## src/rtl/cp0_exc_ctrl_pkg.sv

```systemverilog
`default_nettype none
// +--------------------------------------------------------------+
// | cp0_defs : shared CP0 register indices, ExcCodes, bit fields |
// | Rev 1.0                                                      |
// +--------------------------------------------------------------+
package cp0_defs;
  localparam logic [4:0] SR    = 5'd12;
  localparam logic [4:0] CAUSE = 5'd13;
  localparam logic [4:0] EPC   = 5'd14;
  localparam logic [4:0] PRID  = 5'd15;

  localparam logic [4:0] EXC_INT     = 5'd0;
  localparam logic [4:0] EXC_ADEL    = 5'd4;
  localparam logic [4:0] EXC_ADES    = 5'd5;
  localparam logic [4:0] EXC_SYSCALL = 5'd8;
  localparam logic [4:0] EXC_RI      = 5'd10;
  localparam logic [4:0] EXC_OV      = 5'd12;

  localparam int IM_HI  = 15;
  localparam int IM_LO  = 10;
  localparam int EXL    = 1;
  localparam int IE     = 0;
  localparam int BD     = 31;
  localparam int EXC_HI = 6;
  localparam int EXC_LO = 2;
endpackage
`default_nettype wire

```

## src/rtl/cp0_exc_ctrl.sv

```systemverilog
`default_nettype none
// +--------------------------------------------------------------+
// | cp0_exc_ctrl : CP0 for P7 - exception/interrupt request,     |
// | SR/Cause/EPC/PRId storage, mfc0/mtc0 and EPC for eret.       |
// | Rev 1.0                                                      |
// +--------------------------------------------------------------+
module cp0_exc_ctrl
  import cp0_defs::*;
#(
  parameter logic [31:0] EBASE    = 32'h0000_4180,
  parameter logic [31:0] PRID_VAL = 32'h2022_0701
) (
  input  logic        clk,
  input  logic        reset,
  input  logic        en,
  input  logic [4:0]  CP0Add,
  input  logic [31:0] CP0In,
  output logic [31:0] CP0Out,
  input  logic [31:0] VPC,
  input  logic        BDIn,
  input  logic [4:0]  ExcCodeIn,
  input  logic [5:0]  HWInt,
  input  logic        EXLClr,
  output logic        Req,
  output logic [31:0] EPCOut,
  output logic [31:0] EBase
);

  logic [5:0]  im;
  logic        exl;
  logic        ie;
  logic        bd;
  logic [5:0]  ip;
  logic [4:0]  exc_code;
  logic [31:0] epc;

  logic        int_req;
  logic        exc_req;
  logic [31:0] sr_val;
  logic [31:0] cause_val;

  assign int_req = ie & ~exl & (|(HWInt & im));
  assign exc_req = ~exl & (ExcCodeIn != EXC_INT);
  // Gated by reset so a pending ExcCodeIn cannot raise Req while held in reset.
  assign Req     = reset & (int_req | exc_req);

  assign EPCOut = epc;
  assign EBase  = EBASE;

  always_comb begin
    sr_val              = '0;
    sr_val[IM_HI:IM_LO] = im;
    sr_val[EXL]         = exl;
    sr_val[IE]          = ie;
  end

  always_comb begin
    cause_val                = '0;
    cause_val[BD]            = bd;
    cause_val[IM_HI:IM_LO]   = ip;
    cause_val[EXC_HI:EXC_LO] = exc_code;
  end

  always_comb begin
    case (CP0Add)
      SR:      CP0Out = sr_val;
      CAUSE:   CP0Out = cause_val;
      EPC:     CP0Out = epc;
      PRID:    CP0Out = PRID_VAL;
      default: CP0Out = '0;
    endcase
  end

  always_ff @(posedge clk or negedge reset) begin
    if (!reset) begin
      im       <= '0;
      exl      <= 1'b0;
      ie       <= 1'b0;
      bd       <= 1'b0;
      ip       <= '0;
      exc_code <= '0;
      epc      <= '0;
    end else begin
      ip <= HWInt;
      if (Req) begin
        exl      <= 1'b1;
        exc_code <= int_req ? EXC_INT : ExcCodeIn;
        bd       <= BDIn;
        epc      <= BDIn ? (VPC - 32'd4) : VPC;
      end else begin
        if (en && (CP0Add == SR)) begin
          im  <= CP0In[IM_HI:IM_LO];
          exl <= CP0In[EXL];
          ie  <= CP0In[IE];
        end
        if (en && (CP0Add == EPC)) begin
          epc <= CP0In;
        end
        // eret wins over a same-cycle mtc0 to SR for the EXL bit.
        if (EXLClr) begin
          exl <= 1'b0;
        end
      end
    end
  end

endmodule
`default_nettype wire
```

## config.mk

```make
export PLATFORM = sky130hd
export DESIGN_NAME = cp0_exc_ctrl
export DESIGN_NICKNAME = d
export VERILOG_FILES = /design/src/rtl/cp0_exc_ctrl_pkg.sv /design/src/rtl/cp0_exc_ctrl.sv
export SDC_FILE = /design/constraint.sdc
export NUM_CORES = 1
export LEC_CHECK = 0
export BUFFER_PORTS_ARGS = -buffer_cell sky130_fd_sc_hd__buf_4
export CAP_MARGIN = 20
export CORE_MARGIN = 2
export CORE_UTILIZATION = 40
export CTS_BUF_LIST = sky130_fd_sc_hd__clkbuf_4 sky130_fd_sc_hd__clkbuf_8
export CTS_CLUSTER_DIAMETER = 150
export DETAILED_ROUTE_END_ITERATION = 10
export PLACE_DENSITY = 0.69
export SYNTH_ARGS = -nofsm -noshare
export SYNTH_HDL_FRONTEND = slang
export SYNTH_SLANG_ARGS = --single-unit
```

## constraint.sdc

```tcl
create_clock -name clk -period 2.1 [get_ports clk]
set_input_delay 0.315 -clock clk [delete_from_list [all_inputs] [get_ports clk]]
set_output_delay 0.315 -clock clk [all_outputs]
set_load 0.01 [all_outputs]
```

==> results list <==
- Across the run, the number of max-cap violations was 0.
- Worst Hold Path Cells: 1
* Launch point of the worst reg-to-reg path: im[0]
* Critical path data arrival time: 1.74 ns
- STA classifies the critical path startpoint as a register.
- Synthesis-to-layout area growth: 39.97%
* Register area share after synthesis: 36.21%
- After synthesis, the mean cell area works out to 8.851 µm².
- The worst setup path is captured at a primary output.
- Clock group share of total power: 27.7%
- Sw frac: about 30%
* I/O pins: about 180
- Wire length of the first global-routing pass: between 15 and 20 mm
- # H-tree levels: 2
* Largest fanout on the critical path: 4
* I/O Buffers: 149
- For the worst-skew pair, the clock arrives at the later sink with an insertion delay of 0.31 ns.
* Die Y: approximately 100 µm
* Global-route usage over all layers: ~22%
- Overall die area: 9757 µm²
- The number of cells on the worst reg-to-reg path is 7.
* Final hold slack: about 0.12 ns
- Slew HR: 54.34%
- In this run the most critical hold path is launched from HWInt[5].
- Status: finished clean
- CP cell instances: a22o_1 -> o31ai_4 -> a211o_2 -> inv_4 -> buf_12 -> buf_6
- Final GP Congestion: ~0.83
- X dimension of the die: 98.78 µm
* Ys flop type: sky130_fd_sc_hd__dfrtp_1
- Count of flip-flops with a built-in enable after synthesis: 0
* Internal Dissipation: roughly 2.4 mW
- Number of vias per cell: 5.273
* Non-filler cells, final: 670
- For this design the total switching power over the nets is approximately 1.0 mW.
- The synthesized design spends more area on one cell type than any other, namely sky130_fd_sc_hd__dfrtp_1.
* Pin count of the biggest net entering global routing: 53
- Master of the slowest instance on the critical path: sky130_fd_sc_hd__dfrtp_1
* Utilization after layout: 57.68%
* Number of failing setup endpoints in the final timing report: 0
- In this run the static leakage power is between 2 and 2.5 nW.
- Worst-path clk slew: 0.10 ns
- Peak clock frequency supported by timing: 0.4865 GHz
* Share of final-layout standard cells stronger than drive strength 1: a little under two fifths
- Core Box Area: roughly 8700 µm²
- Combinational logic burns 32.6% of the power.
* Area occupied by multi-input gates: about 2000 µm²
- End point of the most critical hold path: ip[5]
- Initial cell density of the core: 41.21%
- CTS root buf: sky130_fd_sc_hd__clkbuf_8
* Peak supply drop: approximately 0.00031 V
- Number of search-and-repair iterations in the first detailed-routing pass: 4
- TritonCTS built the clock tree.
- Async S/R FF share, synth: 100.0%
- Sequential standard cell area: 1301 µm²
- The Yosys step of the flow raised 0 warnings.
* Placement Rows: 34
- Final Routed Wirelength: 11.00 mm
- After global routing the overflow that remains totals 0.
* Critical path launch point: im[0]
* Buffer depth of the longest clock path: 2
* Total half-perimeter wirelength after legalization and detailed placement: 8.298 mm
- Fin crit period: 2.055 ns
* Synthesized instance count: around 410
* TritonCTS Buffers: 5
* Inst Count DP: 652
- The number of global-route vias before repair is 3434.
- Actual transition at the worst max-transition pin: 0.6849 ns
- Clk sinks: 52
- Class of the tightest hold or removal check: in -> reg
- The largest single stage delay on the critical path is between 0.4 and 0.5 ns.
* Required time of the critical path: 1.78 ns
- Final count of pins violating max slew: 0
* Yosys reg bits: 52
* Power density normalized to cell area: between 600 and 700 nW/µm²
* Count of final hold-check violations: 0
* Cts-stage hold buffer count: 0
- Antenna viol nets, final: 0
- Sequential power share: 39.7%
- Worst-case register-to-register setup slack: 0.08 ns
* Ranking of synthesized cells by area: sky130_fd_sc_hd__dfrtp_1, sky130_fd_sc_hd__buf_4, sky130_fd_sc_hd__xnor2_1
- Final TNS setup: 0 ns
* Power consumption: 3.443 mW
- Clock skew after layout: 0.008842 ns
* Antenna diodes: 0
* Total number of vias: 3533
- The worst setup path is of the reg -> out kind.
* Top cell type's share of synthesized area: 36.21%
* Cell area after synthesis: 3593 µm²
- Number of design-rule violations left by the first detailed-router iteration: about 160
* Destination of the worst register-to-register timing path: im[3]
- Period utilisation layout: between 90% and 100%
- After synthesis, the netlist uses 51 different library cells.
- At the end of the flow, the number of nets in the layout was ~650.
- Number of remaining DRC errors: 0
- Drt wl/cell: ~16 µm
- The initial antenna violation count is 0.
* Number of inserted filler cells in the final layout: roughly 800
-- cell usage after synthesis (all sizes together), types with 3 or more instances --
master   n
dfrtp   52
buf     50
nand2   42
a21oi   27
o21ai   23
nor2b   22
xnor2   22
a211oi  21
nor2    16
nand3   15
and3    14
nor3    14
mux2i   13
nor4    10
a22oi    9
clkbuf   8
mux2     7
inv      6
or3      4
a22o     3
o41ai    3
-- registers in the layout, summed over array words and instances, names as in the netlist --
register and cells:
exl 1, ip 6, ie 1, im 6, EPCOut 32, bd 1, exc_code 5
-- worst max path at each step --
stage | to | cells past startpoint
after global placement | im[4] | 7
after CTS | Req | 6
after detailed placement | EPCOut[20] | 8
after floorplan | ie | 6
after global routing | Req | 6
final | Req | 6
-- through the flow --
step,cell area (µm²),setup WS [ns]
final,5030,0.04454
after global routing,5030,-0.005776
after CTS,4989,0.02125
after detailed placement,4765,0.1058
after global placement,4765,0.1180
after floorplan,3706,0.2759
-- per-layer routing --
layer,track usage [%],routed length [µm],up-vias
li1,-,-,1684
met1,30.22,4767,1688
met2,36.59,5375,149
met3,3.333,698,12
met4,5.269,161,0
met5,0,0,-
-- placed cells by master, fill, tap and decap left out, drive strengths merged, types with 2 or more instances in the layout --
master / Yosys / routed
conb: 2 / 32
mux2: 7 / 7
dfrtp: 52 / 52
nor3: 14 / 14
clkbuf: 8 / 5
a211oi: 21 / 21
a31oi: 2 / 2
a22oi: 9 / 9
bufinv: 0 / 3
nor2b: 22 / 22
or4: 2 / 2
or3: 4 / 4
nand2: 42 / 42
and3: 14 / 14
nand3: 15 / 15
nor4: 10 / 10
a22o: 3 / 3
mux2i: 13 / 13
nor2: 16 / 16
nand4: 2 / 2
inv: 6 / 6
and2: 2 / 2
a21oi: 27 / 27
o21ai: 23 / 23
xor2: 2 / 2
nor4b: 2 / 2
o41ai: 3 / 3
buf: 50 / 175
xnor2: 22 / 22
-- what timing repair did --
item	in CTS	in global routing
buffers inserted	4	5
endpoints found under the setup margin	1	1
cloned	1	0
pin swaps	3	3
resized for setup	1	1
-- power by group through the flow --
| stage | logic, mW | clock network [mW] | registers [mW] |
|---|---|---|---|
| 2_1_floorplan | 0.515 | 0 | 1.41 |
| 3_3_place_gp | 1.04 | 0 | 1.38 |
| 3_5_place_dp | 1.07 | 0 | 1.38 |
| 4_1_cts | 1.11 | 0.959 | 1.37 |
| 5_1_grt | 1.22 | 0.997 | 1.39 |
| 6_report | 1.12 | 0.954 | 1.37 |
-- layout make-up --
type / instances / share of cell area, %
Clock buffer: 5 / 1.368
Sequential cell: 52 / 25.87
Tap cell: 108 / 2.687
Timing Repair Buffer: 176 / 27.84
Multi-Input combinational cell: 320 / 39.95
Clock inverter: 3 / 1.791
Inverter: 6 / 0.4975
-- kinds of logic after synthesis --
kind of cell	Yosys count	synth area share (%)
fa+ha+maj	1	0.3481
mux	20	5.815
buf+inv	64	11.46
compound gates	91	16.96
xor+xnor	24	5.850
flops	52	36.21
simple gates	152	23.15
other cells	2	0.2090
-- worst max-delay path, delay by kind of cell (launching register included) --
kind / cells / cell delay, ns
AOI/OAI and AO/OA: 3 / 0.75
buffers and inverters: 3 / 0.28
DFF: 1 / 0.41
Note: power is estimated with default switching activity, not from simulation.
